### src/rtl/instruction_fetch_if.sv
// Instruction-memory handshake: one request outstanding over req/gnt, with the response returned on rvalid/rdata.
interface instruction_fetch_if;
    logic        req;
    logic [15:0] addr;
    logic        gnt;
    logic        rvalid;
    logic [15:0] rdata;

    modport master (output req, addr, input gnt, rvalid, rdata);
    modport slave  (input req, addr, output gnt, rvalid, rdata);
endinterface

### src/rtl/instruction_fetch.sv
// PC owner and single-outstanding instruction fetcher feeding instruction_decoder.
// Holds the fetched word in ir and slices it into the decoder's fields; ir=16'hF000 acts as a bubble.
module instruction_fetch #(
    parameter logic [15:0] RESET_PC = 16'h0000,
    parameter int unsigned TIMEOUT  = 16
) (
    input  logic                       clk,
    input  logic                       rst,
    instruction_fetch_if.master        imem,
    input  logic                       stall_i,
    input  logic                       branch_taken_i,
    input  logic [15:0]                branch_target_i,
    input  logic                       flush_i,
    input  logic [15:0]                flush_pc_i,
    output logic                       instr_valid,
    output logic [15:0]                pc_o,
    output logic [3:0]                 opcode,
    output logic [2:0]                 rd,
    output logic [2:0]                 rs1,
    output logic [2:0]                 rs2,
    output logic [6:0]                 immediate,
    output logic [5:0]                 nzimm,
    output logic [8:0]                 offset,
    output logic                       fetch_err
);

    localparam logic [1:0]  REQ   = 2'd0;
    localparam logic [1:0]  WAIT  = 2'd1;
    localparam logic [1:0]  ISSUE = 2'd2;
    localparam logic [1:0]  DRAIN = 2'd3;

    localparam logic [15:0] BUBBLE       = 16'hF000;
    localparam logic [7:0]  TIMEOUT_LAST = 8'(TIMEOUT - 1);

    logic [1:0]  state, state_next;
    logic [15:0] pc, pc_next;
    logic [15:0] ir, ir_next;
    logic [7:0]  wait_cnt;
    logic        waiting, waiting_next;

    always_comb begin
        state_next = state;
        pc_next    = pc;
        ir_next    = ir;
        case (state)
            REQ: begin
                if (flush_i) begin
                    pc_next = flush_pc_i;
                    ir_next = BUBBLE;
                    // A granted request must still have its response drained.
                    if (imem.gnt) state_next = DRAIN;
                end else if (imem.gnt) begin
                    state_next = WAIT;
                end
            end
            WAIT: begin
                if (flush_i) begin
                    pc_next    = flush_pc_i;
                    ir_next    = BUBBLE;
                    state_next = imem.rvalid ? REQ : DRAIN;
                end else if (imem.rvalid) begin
                    ir_next    = imem.rdata;
                    state_next = ISSUE;
                end
            end
            ISSUE: begin
                if (flush_i) begin
                    pc_next    = flush_pc_i;
                    ir_next    = BUBBLE;
                    state_next = REQ;
                end else if (!stall_i) begin
                    pc_next    = branch_taken_i ? branch_target_i : pc + 16'd2;
                    ir_next    = BUBBLE;
                    state_next = REQ;
                end
            end
            DRAIN: begin
                if (flush_i) begin
                    pc_next = flush_pc_i;
                    ir_next = BUBBLE;
                end else if (imem.rvalid) begin
                    state_next = REQ;
                end
            end
            default: state_next = REQ;
        endcase
    end

    assign waiting      = (state == WAIT) || (state == DRAIN);
    assign waiting_next = (state_next == WAIT) || (state_next == DRAIN);

    always_ff @(posedge clk) begin
        if (rst) begin
            state     <= REQ;
            pc        <= RESET_PC;
            ir        <= BUBBLE;
            wait_cnt  <= '0;
            fetch_err <= 1'b0;
        end else begin
            state <= state_next;
            pc    <= pc_next;
            ir    <= ir_next;
            // Counter saturates so a very long stall cannot wrap it.
            if (waiting && waiting_next)
                wait_cnt <= (wait_cnt == 8'hFF) ? wait_cnt : wait_cnt + 8'd1;
            else
                wait_cnt <= '0;
            if (waiting && !imem.rvalid && (wait_cnt == TIMEOUT_LAST))
                fetch_err <= 1'b1;
        end
    end

    assign imem.req    = (state == REQ);
    assign imem.addr   = pc;
    assign instr_valid = (state == ISSUE);
    assign pc_o        = pc;
    assign opcode      = ir[15:12];
    assign rd          = ir[11:9];
    assign rs1         = ir[8:6];
    assign rs2         = ir[5:3];
    assign immediate   = ir[6:0];
    assign nzimm       = ir[5:0];
    assign offset      = ir[8:0];

endmodule
### src/flat_wrapper.sv
// flat-port wrapper written by rule: the top's interface ports become plain ports
module instruction_fetch_flat 
#(
    parameter logic [15:0] RESET_PC = 16'h0000,
    parameter int unsigned TIMEOUT  = 16
)
  (clk, rst, stall_i, branch_taken_i, branch_target_i, flush_i, flush_pc_i, instr_valid, pc_o, opcode, rd, rs1, rs2, immediate, nzimm, offset, fetch_err, imem_req, imem_addr, imem_gnt, imem_rvalid, imem_rdata);
  instruction_fetch_if imem_i ();
  input  logic clk;
  input  logic rst;
  input  logic stall_i;
  input  logic branch_taken_i;
  input  logic [15:0] branch_target_i;
  input  logic flush_i;
  input  logic [15:0] flush_pc_i;
  output logic instr_valid;
  output logic [15:0] pc_o;
  output logic [3:0] opcode;
  output logic [2:0] rd;
  output logic [2:0] rs1;
  output logic [2:0] rs2;
  output logic [6:0] immediate;
  output logic [5:0] nzimm;
  output logic [8:0] offset;
  output logic fetch_err;
  output wire logic [$bits(imem_i.req)-1:0] imem_req;
  output wire logic [$bits(imem_i.addr)-1:0] imem_addr;
  input wire logic [$bits(imem_i.gnt)-1:0] imem_gnt;
  input wire logic [$bits(imem_i.rvalid)-1:0] imem_rvalid;
  input wire logic [$bits(imem_i.rdata)-1:0] imem_rdata;
  assign imem_req = imem_i.req;
  assign imem_addr = imem_i.addr;
  assign imem_i.gnt = imem_gnt;
  assign imem_i.rvalid = imem_rvalid;
  assign imem_i.rdata = imem_rdata;
  instruction_fetch #(.RESET_PC(RESET_PC), .TIMEOUT(TIMEOUT)) u_core (.clk(clk), .rst(rst), .imem(imem_i), .stall_i(stall_i), .branch_taken_i(branch_taken_i), .branch_target_i(branch_target_i), .flush_i(flush_i), .flush_pc_i(flush_pc_i), .instr_valid(instr_valid), .pc_o(pc_o), .opcode(opcode), .rd(rd), .rs1(rs1), .rs2(rs2), .immediate(immediate), .nzimm(nzimm), .offset(offset), .fetch_err(fetch_err));
endmodule
### config.mk
export PLATFORM = sky130hd
export DESIGN_NAME = instruction_fetch_flat
export DESIGN_NICKNAME = d
export VERILOG_FILES = /design/src/rtl/instruction_fetch_if.sv /design/src/rtl/instruction_fetch.sv /design/src/flat_wrapper.sv
export SDC_FILE = /design/constraint.sdc
export NUM_CORES = 1
export LEC_CHECK = 0
export ABC_AREA = 1
export CAP_MARGIN = 40
export CORE_ASPECT_RATIO = 1.5
export CORE_MARGIN = 2
export CORE_UTILIZATION = 45
export DETAILED_ROUTE_END_ITERATION = 7
export GPL_TIMING_DRIVEN = 0
export PLACE_DENSITY = 0.87
export SLEW_MARGIN = 20
export SYNTH_ARGS = -nofsm -noshare
export SYNTH_HDL_FRONTEND = slang
export SYNTH_SLANG_ARGS = --single-unit
### constraint.sdc
create_clock -name clk -period 4.9 [get_ports clk]
set_clock_uncertainty 0.1 [all_clocks]
set_input_delay 0.735 -clock clk [delete_from_list [all_inputs] [get_ports clk]]
set_output_delay 0.735 -clock clk [all_outputs]
set_load 0.005 [all_outputs]
After elaboration in Yosys (flattened, before gate mapping). Cells that the tools add are included. Widths: inputs -> output; s select.

Register bits: 43. Bits of input ports: 55. Output and inout port bits: 70. Logic and storage cells: 53.

Add/sub/neg operators: 2. Eq/ne operators: 11. Multiplexer cells: 22. Bitwise gates (word level): 1. Reductions and logical operators: 12.

Operator list (number): $mux 16 (9); $pmux 16 s3 (1); $pmux 16 s2 (1); $mux 2 (10); $add 16x2->16 const B (1); $add 8x1->8 const B (1); $eq 8x4->1 const B (1); $eq 8x8->1 const B (1); $pmux 2 s4 (1); $eq 2x2->1 const B (3); $ne 3x3->1 const B (2); $eq 2x1->1 const B (2); $ne 2x1->1 const B (2); $reduce_or 2->1 (2); $logic_and 1x1->1 (3); $reduce_and 3->1 (1); $reduce_or 3->1 (1); $logic_not 2->1 (1); $logic_or 1x1->1 (2); $reduce_and 2->1 (1); $logic_not 1->1 (1); $not 1->1 (1).

Logic depth before layout (Yosys ltp).
Depth after elaboration: 8. Mapped depth: 12. Depth with buffers taken out: 11.

Worst setup path before layout. OpenSTA, ideal clock, no wires.

Path kind: input -> register. From: input stall_i. To: register u_core.pc[10], in the netlist u_core.imem.addr[10]. Library setup time: 0.120 ns. Arrival time: 1.457 ns. Required time: 4.680 ns. Path slack: 3.223 ns. Stages: 6. Buffers on the path: 1. Cells stage by stage: or2_1 nand2_2 inv_1 buf_6 a21oi_1 a21oi_1.

Longest elaborated chain between the ends: 2.

RTL lines: from (decl) (line flat_wrapper.sv:11) `input logic stall_i;`; $ne 3x3->1 (no line); $reduce_and 2->1 (no line); to (signal assigned) (line instruction_fetch.sv:101) `pc <= pc_next;`; to (decl) (line instruction_fetch.sv:36) `logic [15:0] pc, pc_next;`.

No other way between the ends. A chain may end at the register's enable or synchronous reset.

Worst setup path after layout.
From: register u_core.state[0]. To: output imem_req.

Longest elaborated chain between the ends: 1.

RTL lines: from (decl) (line instruction_fetch.sv:35) `logic [1:0] state, state_next;`; from (signal assigned) (line instruction_fetch.sv:100) `state <= state_next;`; $logic_not 2->1 (line instruction_fetch.sv:113) `assign imem.req = (state == REQ);`; to (decl) (line flat_wrapper.sv:26) `output wire logic [$bits(imem_i.req)-1:0] imem_req;`.

No other way between the ends.

==> metrics.txt <==
status=finished, final reports clean; post-CTS sizing=0; Post-Place Worst Slack=2.511 ns; syn_nets=445; leading area contributor after synthesis=dfxtp_1; Synth cell types=35; max_cap viols=0; RSZ-0062 raised after global routing=no; grt total ovfl=0; CTS sink count=43; largest net degree at the start of global routing=14; Area Overhead vs Synth=52.72%; final hold violations=0; DRT iter0 DRCs=between 200 and 250; number of synthesized flops with an enable pin=0; die area=6573 sq um; synth warn=0; DR vias=between 2,000 and 3,000; Skew-Pair Late Insertion Delay=0.28 ns; Rel. slew slack=0.6814; Seq/Total Area, Yosys=0.3227; io pins=roughly 130; final wirelength=between 7 and 8 mm; switching portion of total power=0.3222; Syn Area/Cell=6.947 sq um; core area=5786 sq um; routability cong.=0.8976; fraction of registers with async set/reset=0; worst-case clock buffer depth=2; Cell Int Power=701.5 uW; All-Layer GR Usage=0.2376; vias in the first global route=2,756; crit path time final=2.327 ns; setup bufs post-CTS=0; Placement Rows=34; Post-Syn Instances=384; NetSw=333.4 uW; Post-Route Setup TNS=0 ns; most numerous cell in the Yosys netlist=nand2_1; leakage power total=between 0.0015 and 0.002 uW; Synth top area share=0.3227; kind of critical path=reg -> out; final worst slack=2.573 ns; Die Wd=66.87 um; Slowest cell on crit path=clkdlybuf4s50_1; layout cells sized above 1=0.1359; slew of the pin with the lowest slew margin=about 0.48 ns; initial antenna violation count=0; largest stage delay on the critical path=0.45 ns; Seq pwr share=0.406; Comb pwr share=0.384; DR WL/cell=~13 um; CTS tree=built; Req. time, crit path=4.07 ns; Post-synth top flop=dfxtp_1; number of buffers created by CTS=5; 1st-pass router iterations=4; VDD IR max=191.8 uV; port bufs=123; top cells by area, synth=dfxtp_1 (32%), buf_4 (9.8%), a21oi_1 (9.2%); vias per cell=5.083; Crit. End Element=output pin; crit start category=flip-flop; Final setup viols=0; first-pass GRT wire length=between 10 and 15 mm; clock-pin slew on the worst setup and hold paths=0.08 ns; final antenna diode count=0; max frequency=429.7 MHz; clock root buffer master=clkbuf_8; max-slew violations=0; antenna-violating nets left=0; cts hold-fix bufs=0; synthesized flop and latch total=43; Crit path arrival time=1.49 ns; Tightest Hold Check Type=reg -> reg; CTS HTree Levels=2; drt drc=0; Clock Power Share=0.210; CP cell instances=inv_1 > ha_1 > clkdlybuf4s50_1; Die H=between 90 and 100 um; final period utilization=0.4750; initial cell density of the core=0.4611; PD cells=254.0 nW/um^2; Final nets=roughly 580; cell area after technology mapping=2668 sq um; Commonest cells post-synth=nand2_1 (65), a21oi_1 (49), nor2_1 (44); crit-path max FO=5; Detailed Place HPWL=between 6 and 7 mm
## kinds of logic (layout without fill, tap and decap cells)
kind of cell    Yosys count  in the layout  share of synthesized area
fa+ha+maj                 6              6                    0.02814
buf+inv                  75            206                     0.1698
flops                    43             43                     0.3227
simple gates            159            159                     0.2716
compound gates           93             93                     0.1815
xor+xnor                  8              8                    0.02626
## placed cells by master, fill, tap and decap left out, types with 3 or more instances in the layout
master	Yosys	layout
xor2_1	4	4
clkbuf_1	4	5
o21bai_1	3	3
a21oi_1	49	49
dfxtp_1	43	43
clkdlybuf4s50_1	0	123
clkbuf_8	0	5
buf_2	5	5
buf_4	35	35
nand3_1	28	28
nor2_2	5	5
inv_1	21	21
ha_1	6	6
nor2_1	44	44
nand2_1	65	65
nand4_1	4	4
buf_6	4	4
o21ai_0	35	35
xnor2_1	4	4
inv_2	3	3
## per-layer routing
| metal | GRT usage | wire length, um |
|---|---|---|
| met5 | 0 | 0 |
| met4 | 0.08791 | 218 |
| met3 | 0.02880 | 377 |
| met2 | 0.4262 | 4259 |
| met1 | 0.2810 | 2965 |
## through the flow
stage                       util  cell area [sq um]  std cells  hold WS, ns  power (uW)
final                     0.7042               4074        587       0.3636        1035
after global routing      0.7042               4074        587       0.3930        1098
after CTS                 0.7042               4074        587       0.3645        1042
after detailed placement  0.6894               3989        579       0.3449       824.5
after global placement    0.6894               3989        579       0.3419       811.6
after floorplan                -               2668        384       0.3576       627.0
## power groups by stage
| stage | clock network [uW] | logic [uW] | registers, uW |
|---|---|---|---|
| after detailed placement | 0 | 397 | 428 |
| after CTS | 224 | 398 | 420 |
| final | 218 | 397 | 420 |
| after global routing | 240 | 433 | 425 |
| after floorplan | 0 | 206 | 421 |
| after global placement | 0 | 386 | 426 |
## critical path, delay by kind of cell, from the launching register on
family / cells / cell delay [ns]
adder cells (fa/ha/maj): 1 / 0.24
buffers and inverters: 2 / 0.56
flip-flops: 1 / 0.41
## registers in the layout, indices dropped and copies added, names as in the netlist
register and flops:
u_core.fetch_err 1, u_core.ir 16, u_core.imem.addr 16, u_core.wait_cnt 8, u_core.state 2
## layout make-up
type,count,area (sq um)
timing repair buffer,123,1231
clock inverter,2,12.51
clock buffer,6,72.57
tap,72,90.09
multi-input combinational,266,1354
buffer,49,352.8
sequential,43,860.8
inverter,26,100.1
fill,516,1712
## worst paths after layout
check                                startpoint                    to  slack, ns  depth (start not counted)
worst max-delay path            u_core.state[0]              imem_req       2.57                          3
worst min-delay path              u_core.ir[15]         u_core.ir[15]       0.36                          2
worst max register to register  u_core.state[0]  u_core.imem.addr[13]       3.06                          9
worst min register to register    u_core.ir[15]         u_core.ir[15]       0.36                          2
Note: power is estimated with default switching activity, not from simulation.
